--- src/rtl/fwd_hazard_unit_if.sv ---
// Operand-forwarding bundle between ID/RF control and the forwarding/hazard unit.
// master drives the issue group and sources; slave returns mux selects, stall and counters.
interface fwd_hazard_unit_if #(
  parameter int WAYS  = 2,
  parameter int RA_W  = 3,
  parameter int SEL_W = 3,
  parameter int CNT_W = 16
);
  logic                     advance;
  logic                     flush;
  logic [WAYS-1:0]          issue_valid;
  logic [WAYS-1:0]          issue_wb;
  logic [WAYS-1:0]          issue_load;
  logic [WAYS*RA_W-1:0]     issue_dest;
  logic [2*WAYS*RA_W-1:0]   src_addr;
  logic [2*WAYS-1:0]        src_used;
  logic [2*WAYS*SEL_W-1:0]  fwd_sel;
  logic                     stall;
  logic [CNT_W-1:0]         stall_cnt;
  logic [CNT_W-1:0]         fwd_cnt;

  modport master (
    output advance, flush, issue_valid, issue_wb, issue_load, issue_dest, src_addr, src_used,
    input  fwd_sel, stall, stall_cnt, fwd_cnt
  );

  modport slave (
    input  advance, flush, issue_valid, issue_wb, issue_load, issue_dest, src_addr, src_used,
    output fwd_sel, stall, stall_cnt, fwd_cnt
  );
endinterface

--- src/rtl/fwd_hazard_unit.sv ---
// Forwarding-select and load-use stall generator over a STAGES x WAYS producer history.
// Selects/stall are combinational (zero latency); history and counters move only on advance.
module fwd_hazard_unit #(
  parameter int WAYS        = 2,
  parameter int STAGES      = 3,
  parameter int RA_W        = 3,
  parameter int LOAD_STAGES = 1,
  parameter int SEL_W       = $clog2(STAGES*WAYS+1),
  parameter int CNT_W       = 16
) (
  input  logic              clk,
  input  logic              reset,
  fwd_hazard_unit_if.slave  bus
);

  typedef struct packed {
    logic            valid;
    logic            wb;
    logic            load;
    logic [RA_W-1:0] dest;
  } entry_t;

  entry_t                  hist [STAGES][WAYS];
  logic [SEL_W-1:0]        sel  [2*WAYS];
  logic [2*WAYS-1:0]       hit_load;
  logic [2*WAYS*SEL_W-1:0] fwd_sel_int;
  logic                    stall_int;
  logic                    any_fwd;
  logic [CNT_W-1:0]        stall_cnt_q;
  logic [CNT_W-1:0]        fwd_cnt_q;

  // Scan oldest to youngest so the last hit (lowest stage, highest way) wins.
  always_comb begin
    stall_int   = 1'b0;
    any_fwd     = 1'b0;
    fwd_sel_int = '0;
    hit_load    = '0;
    for (int o = 0; o < 2*WAYS; o++) begin
      sel[o] = '0;
      for (int k = STAGES-1; k >= 0; k--) begin
        for (int w = 0; w < WAYS; w++) begin
          if (bus.src_used[o] && hist[k][w].valid && hist[k][w].wb &&
              hist[k][w].dest == bus.src_addr[o*RA_W +: RA_W]) begin
            sel[o]      = SEL_W'(1 + k*WAYS + w);
            hit_load[o] = hist[k][w].load && (k < LOAD_STAGES);
          end
        end
      end
      fwd_sel_int[o*SEL_W +: SEL_W] = sel[o];
      any_fwd   = any_fwd | (sel[o] != '0);
      stall_int = stall_int | hit_load[o];
    end
  end

  assign bus.fwd_sel   = fwd_sel_int;
  assign bus.stall     = stall_int;
  assign bus.stall_cnt = stall_cnt_q;
  assign bus.fwd_cnt   = fwd_cnt_q;

  always_ff @(posedge clk or posedge reset) begin
    if (reset) begin
      for (int k = 0; k < STAGES; k++)
        for (int w = 0; w < WAYS; w++)
          hist[k][w] <= '0;
      stall_cnt_q <= '0;
      fwd_cnt_q   <= '0;
    end else if (bus.advance) begin
      for (int k = STAGES-1; k >= 1; k--)
        hist[k] <= hist[k-1];
      // A stalled or flushed group enters as a bubble; a stalled one is re-presented.
      for (int w = 0; w < WAYS; w++)
        hist[0][w] <= '{valid: bus.issue_valid[w] & ~stall_int & ~bus.flush,
                        wb:    bus.issue_wb[w],
                        load:  bus.issue_load[w],
                        dest:  bus.issue_dest[w*RA_W +: RA_W]};
      if (stall_int && stall_cnt_q != '1)
        stall_cnt_q <= stall_cnt_q + 1'b1;
      if (any_fwd && fwd_cnt_q != '1)
        fwd_cnt_q <= fwd_cnt_q + 1'b1;
    end else if (bus.flush) begin
      for (int w = 0; w < WAYS; w++)
        hist[0][w].valid <= 1'b0;
    end
  end

endmodule

--- src/flat_wrapper.sv ---
// flat-port wrapper written by rule: the top's interface ports become plain ports
module fwd_hazard_unit_flat 
#(
  parameter int WAYS        = 2,
  parameter int STAGES      = 3,
  parameter int RA_W        = 3,
  parameter int LOAD_STAGES = 1,
  parameter int SEL_W       = $clog2(STAGES*WAYS+1),
  parameter int CNT_W       = 16
)
  (clk, reset, bus_advance, bus_flush, bus_issue_valid, bus_issue_wb, bus_issue_load, bus_issue_dest, bus_src_addr, bus_src_used, bus_fwd_sel, bus_stall, bus_stall_cnt, bus_fwd_cnt);
  fwd_hazard_unit_if #(.WAYS(WAYS), .RA_W(RA_W), .SEL_W(SEL_W), .CNT_W(CNT_W)) bus_i ();
  input  logic clk;
  input  logic reset;
  input wire logic [$bits(bus_i.advance)-1:0] bus_advance;
  input wire logic [$bits(bus_i.flush)-1:0] bus_flush;
  input wire logic [$bits(bus_i.issue_valid)-1:0] bus_issue_valid;
  input wire logic [$bits(bus_i.issue_wb)-1:0] bus_issue_wb;
  input wire logic [$bits(bus_i.issue_load)-1:0] bus_issue_load;
  input wire logic [$bits(bus_i.issue_dest)-1:0] bus_issue_dest;
  input wire logic [$bits(bus_i.src_addr)-1:0] bus_src_addr;
  input wire logic [$bits(bus_i.src_used)-1:0] bus_src_used;
  output wire logic [$bits(bus_i.fwd_sel)-1:0] bus_fwd_sel;
  output wire logic [$bits(bus_i.stall)-1:0] bus_stall;
  output wire logic [$bits(bus_i.stall_cnt)-1:0] bus_stall_cnt;
  output wire logic [$bits(bus_i.fwd_cnt)-1:0] bus_fwd_cnt;
  assign bus_i.advance = bus_advance;
  assign bus_i.flush = bus_flush;
  assign bus_i.issue_valid = bus_issue_valid;
  assign bus_i.issue_wb = bus_issue_wb;
  assign bus_i.issue_load = bus_issue_load;
  assign bus_i.issue_dest = bus_issue_dest;
  assign bus_i.src_addr = bus_src_addr;
  assign bus_i.src_used = bus_src_used;
  assign bus_fwd_sel = bus_i.fwd_sel;
  assign bus_stall = bus_i.stall;
  assign bus_stall_cnt = bus_i.stall_cnt;
  assign bus_fwd_cnt = bus_i.fwd_cnt;
  fwd_hazard_unit #(.WAYS(WAYS), .STAGES(STAGES), .RA_W(RA_W), .LOAD_STAGES(LOAD_STAGES), .SEL_W(SEL_W), .CNT_W(CNT_W)) u_core (.clk(clk), .reset(reset), .bus(bus_i));
endmodule
--- config.mk ---
export PLATFORM = sky130hd
export DESIGN_NAME = fwd_hazard_unit_flat
export DESIGN_NICKNAME = d
export VERILOG_FILES = /design/src/rtl/fwd_hazard_unit_if.sv /design/src/rtl/fwd_hazard_unit.sv /design/src/flat_wrapper.sv
export SDC_FILE = /design/constraint.sdc
export NUM_CORES = 1
export LEC_CHECK = 0
export ABC_AREA = 1
export ABC_CLOCK_PERIOD_IN_PS = 2000
export BUFFER_PORTS_ARGS = -buffer_cell sky130_fd_sc_hd__buf_2
export CAP_MARGIN = 20
export CORE_AREA = 2 2 94 141
export CTS_CLUSTER_DIAMETER = 40
export DETAILED_ROUTE_END_ITERATION = 8
export DIE_AREA = 0 0 96 143
export PLACE_DENSITY = 0.71
export SETUP_SLACK_MARGIN = 0.1
export SLEW_MARGIN = 20
export SYNTH_ARGS = -nofsm -noshare
export SYNTH_HDL_FRONTEND = slang
export SYNTH_SLANG_ARGS = --single-unit
--- constraint.sdc ---
create_clock -name clk -period 2 [get_ports clk]
set_clock_uncertainty 0.15 [all_clocks]
set_input_delay 0.2 -clock clk [delete_from_list [all_inputs] [get_ports clk]]
set_output_delay 0.2 -clock clk [all_outputs]
set_load 0.005 [all_outputs]
* Word-level counts from Yosys, hierarchy flattened *
Cells that the tools add are included.

cells by class
  muxes and demuxes = 35
  add/sub/neg operators = 2
  equality and inequality tests = 26
  reductions and logical operators = 81
  bitwise operators = 12

operators by type and width
  cell                     count
  $logic_and A1 B1 Y1      74
  $eq A3 B3 Y1             24
  $mux W3                  24
  $add A16 B1 Y16 const B  2
  $ne A16 B16 Y1 const B   2
  $reduce_bool A3 Y1       4
  $mux W1                  11
  $or A1 B1 Y1             6
  $and A1 B1 Y1            4
  $reduce_and A2 Y1        2
  $not A1 Y1               2
  $reduce_bool A2 Y1       1

storage, ports and cells
  logic and storage cells = 178
  bits of input ports = 32
  flip-flop bits (word level) = 64
  output and inout bits = 45

* Depth between registers and ports, before layout *
  word-level depth = 15
  depth in mapped cells = 17
  mapped depth without buffers = 15

* Least setup slack after synthesis *
OpenSTA, ideal clock, no wires.

  path type = register to register
  start point = register u_core.hist[25] (netlist name)
  end point = register u_core.fwd_cnt_q[10] (netlist: u_core.bus.fwd_cnt[10])
  clock period less this slack = 1.889 ns
  cell stages (with the launch flop) = 14
  slack = 0.111 ns
  arrival = 1.621 ns
  cell sequence = dfrtp_1 buf_2 xor2_1 nor2_1 nand2_2 nand2_1 inv_1 a21oi_1 nand2_1 nor2_2 nand3_2 buf_2 nand4_1 nand2_1

on the way
  word-level cells in the longest chain between the ends = 9
  elaborated cells on any way between the ends = 21
  classes of those cells = eq/ne: 4; mux: 4; bitwise: 3; reduce/logical: 10

RTL lines
  element                          RTL line               source
  start, declared                  fwd_hazard_unit.sv:23  entry_t hist [STAGES][WAYS];
  start signal, assigned by index  fwd_hazard_unit.sv:69  hist[k] <= hist[k-1];
  start signal, assigned by index  fwd_hazard_unit.sv:72  hist[0][w] <= '{valid: bus.issue_valid[w] & ~stall_int & ~bus.flush,
  $eq A3 B3 Y1                     fwd_hazard_unit.sv:43  hist[k][w].dest == bus.src_addr[o*RA_W +: RA_W]) begin
  $logic_and A1 B1 Y1              fwd_hazard_unit.sv:42  if (bus.src_used[o] && hist[k][w].valid && hist[k][w].wb &&
  $mux W3                          fwd_hazard_unit.sv:42
  $reduce_bool A3 Y1               fwd_hazard_unit.sv:50  any_fwd = any_fwd | (sel[o] != '0);
  $or A1 B1 Y1 (2 in series)       fwd_hazard_unit.sv:50
  $or A1 B1 Y1 *                   fwd_hazard_unit.sv:50
  $logic_and A1 B1 Y1 *            fwd_hazard_unit.sv:78  if (any_fwd && fwd_cnt_q != '1)
  $reduce_and A2 Y1 (no line) *    -
  end signal, assigned             fwd_hazard_unit.sv:79  fwd_cnt_q <= fwd_cnt_q + 1'b1;
  end, declared                    fwd_hazard_unit.sv:30  logic [CNT_W-1:0] fwd_cnt_q;

Every way passes the cells marked *; elsewhere a longest branch is shown, timed or not.
A chain may end at the register's enable or synchronous reset.

* Final worst setup path *
  start point = register u_core.hist[26] (netlist name)
  end point = output port bus_stall

on the way
  word-level cells in the longest chain between the ends = 6
  elaborated cells on any way between the ends = 15
  classes of those cells = eq/ne: 4; mux: 4; bitwise: 3; reduce/logical: 4

RTL lines
  element                     RTL line               source
  $eq A3 B3 Y1                fwd_hazard_unit.sv:43
  $logic_and A1 B1 Y1         fwd_hazard_unit.sv:42
  $mux W1                     fwd_hazard_unit.sv:42
  $or A1 B1 Y1 (2 in series)  fwd_hazard_unit.sv:51  stall_int = stall_int | hit_load[o];
  $or A1 B1 Y1 *              fwd_hazard_unit.sv:51
  end, declared               flat_wrapper.sv:24     output wire logic [$bits(bus_i.stall)-1:0] bus_stall;

Marked as above.

==> impl_metrics.json <==
{
  "io_pins": 77,
  "min_path_type": "primary input to flip-flop",
  "layout_min_cycle_time_ns": 2.342,
  "fmaxAchievable_mhz": 427.0,
  "wl_um": 17310,
  "synthCells": 788,
  "max-vdd-ir-drop_mv": 0.5884,
  "wl_per_cell_um": 14.90,
  "areaGrowthSynthToFinish_pct": 57.14,
  "nets": 1035,
  "dp.final_hpwl_um": 11800,
  "hold_ws_ns": -0.005213,
  "cts.path.max_buffers": 2,
  "synthArstFlopShare_pct": 100.0,
  "tightest_slew_ns": 0.6110,
  "dr.pass1.iters": 5,
  "r2r_cells": 14,
  "violations": "negative hold slack, negative setup slack",
  "dr_total_vias": 5837,
  "fp.dieW_um": 96,
  "max_stage_delay_ns": 0.44,
  "clkSinkCount": 64,
  "rsz0062_at_grt": "true",
  "root_buffer": "clkbuf_16",
  "period_share_pct": 117.1,
  "r2r_start": "u_core.hist[25]",
  "p_seq_share_pct": 35.6,
  "power.switching_w": 0.001422,
  "die_area_sq_um": 13730,
  "cts_buffers": 9,
  "vias_per_cell": 5.023,
  "dr.first_iter.drc_count": 361,
  "portBuffers": 76,
  "swShare_pct": 32.36,
  "drive_above_1_share_pct": 42.64,
  "worst_slack_ns": -0.3418,
  "start_util_pct": 39.12,
  "path_clk_slew_ns": 0.05,
  "r2r_end": "u_core.bus.stall_cnt[12]",
  "final_common_cell": "nand2_1",
  "synth_edf_count": 0,
  "floorplan.die.height_um": 143,
  "cts_tree": "done",
  "grt-ovfl-total": 0,
  "critical_path_required_ns": 1.65,
  "path_cells": "inv_2 > nand2_1 > nand2_1 > nor2_2 > nand2_2 > inv_2 > nor2_4 > buf_6 > o31ai_4 > nand2_2 > buf_6 > buf_6",
  "worst-setup-path-type": "flip-flop to output port",
  "end_kind": "output port",
  "clk_latency_ns": 0.33,
  "power.share.combinational_pct": 29.5,
  "core_area_sq_um": 12450,
  "grt_use_total_pct": 25.24,
  "hold_start": "bus_issue_dest[4]",
  "start_kind": "flip-flop",
  "worstPathArrival_ns": 1.99,
  "grt_max_degree": 49,
  "n_fill_cell": 1064,
  "drc": 0,
  "finalHoldViolations": 1,
  "status": "finished with violations",
  "grt_pass1_wl_um": 26600,
  "gp_congestion": 1.012,
  "synth-main-ff-cell": "dfrtp_1",
  "whs_path_depth": 3,
  "power.leakage_nw": 4.074,
  "rows": 50,
  "internal_power_w": 0.002972,
  "antenna_left": 0,
  "power_density_nw_per_um2": 574.2,
  "ys_seq_elements": 64,
  "syn_area_sq_um": 4870,
  "slew_viol_final": 0,
  "min_to": "u_core.hist[25]",
  "cap_violations": 0,
  "place_inst": 1094,
  "final_cell_mix": "282 x nand2_1, 100 x buf_4, 72 x nand2_2",
  "r2r_setup_slack_ns": -0.23,
  "critical_path_peak_fanout": 5,
  "cts_max_level": 3,
  "yosysSeqAreaShare_pct": 32.89,
  "relSlewSlack_pct": 59.18,
  "setup_viol": 47,
  "cp_slowest_cell": "dfrtp_1",
  "ys_warn_count": 0,
  "antenna_found_initial": 0,
  "final-instance-count-excl-fill": 1162,
  "synth_nets": 822,
  "power.clock.fraction_pct": 34.9,
  "synth.distinct_cells": 29,
  "antenna_cells": 0,
  "syn_area_per_cell_sq_um": 6.180,
  "crit_top_cell": "buf_6",
  "grt_pass1_vias": 5514
}
state kept, by name (all words and copies together) (netlist names):
register / flops
u_core.hist: 32
u_core.bus.fwd_cnt: 16
u_core.bus.stall_cnt: 16
how the worst max path moves through the flow:
stage	startpoint	to	slack, ns
2_1_floorplan	u_core.hist[25]	u_core.bus.fwd_cnt[10]	0.11
3_3_place_gp	u_core.hist[0]	u_core.bus.fwd_cnt[14]	-0.24
3_5_place_dp	u_core.hist[32]	u_core.bus.fwd_cnt[11]	-0.25
4_1_cts	u_core.hist[24]	bus_stall	-0.31
5_1_grt	u_core.hist[26]	bus_stall	-0.45
6_report	u_core.hist[26]	bus_stall	-0.34
cells by family (layout without fill, tap and decap cells):
group,count (synthesis),in the layout,synth area share [%]
adders and majority gates,2,2,0.5138
buffers and inverters,116,334,10.20
AOI/OAI and AO/OA,42,42,4.728
xor gates and xnor gates,41,41,7.374
DFF,64,64,32.89
and+or+nand+nor,523,523,44.30
timing repair:
item | CTS | global route
hold endpoints to repair | 32 | 0
buffers inserted | 26 | 19
resized for setup | 118 | 135
endpoints found under the setup margin | 47 | 47
pin swaps | 40 | 53
gates cloned | 3 | 0
hold buffers | 11 | 0
synthesized netlist by cell type, types with 7 or more instances:
| cell | n | area [sq um] |
|---|---|---|
| a21oi_1 | 13 | 65.06 |
| buf_2 | 10 | 50.05 |
| buf_4 | 7 | 52.55 |
| clkbuf_1 | 9 | 33.78 |
| dfrtp_1 | 64 | 1602 |
| inv_1 | 68 | 255.2 |
| inv_2 | 17 | 63.81 |
| nand2_1 | 362 | 1359 |
| nand3_1 | 62 | 310.3 |
| nand4_1 | 20 | 125.1 |
| nor2_1 | 55 | 206.5 |
| nor3_1 | 8 | 40.04 |
| o21ai_0 | 20 | 100.1 |
| xnor2_1 | 13 | 113.9 |
| xor2_1 | 28 | 245.2 |
through the flow:
step / instance area, sq um / utilization (%) / total power [W] / setup TNS (ns) / setup WS [ns]
global route: 7652 / 61.47 / 0.004605 / -14.35 / -0.4525
detailed placement: 6122 / 49.18 / 0.002526 / -6.764 / -0.2531
CTS: 7167 / 57.57 / 0.004230 / -8.167 / -0.3093
global placement: 6122 / 49.18 / 0.002515 / -5.702 / -0.2399
floorplan: 4873 / - / 0.002056 / 0 / 0.1113
finish: 7652 / 61.47 / 0.004394 / -9.314 / -0.3418
power by group through the flow:
stage,sequential [W],clock (W),combinational [W]
after floorplan,0.00154,0,0.000520
after global placement,0.00156,0,0.000953
after detailed placement,0.00156,0,0.000963
after CTS,0.00155,0.00155,0.00113
after global routing,0.00159,0.00160,0.00142
final,0.00157,0.00153,0.00130
per-layer routing:
layer  part of all wire [%]  global-route usage (%)  wire (um)  up-vias
met4                    7.3                   16.02       1270        0
met1                     37                   27.59       6321     2685
met3                    4.0                   3.272        694       83
met5                      0                       0          0        -
met2                     52                   44.70       9022      195
li1                       -                       -          -     2874
final cells by class:
cell class	count	area (sq um)	share of cell area [%]
clock buffer	10	229.0	2.992
clock inverter	6	60.06	0.7848
inverter	85	327.8	4.284
multi-input combinational	608	3356	43.85
sequential	64	1615	21.11
tap	156	195.2	2.551
timing repair buffer	233	1869	24.43
worst max-delay path, delay by kind of cell (launching register included):
family / cells / cell delay [ns]
AND/OR/NAND/NOR: 6 / 0.44
buffers and inverters: 5 / 0.53
AO/OA/AOI/OAI: 1 / 0.25
flip-flops: 1 / 0.44
Note: power is estimated with default switching activity, not from simulation.
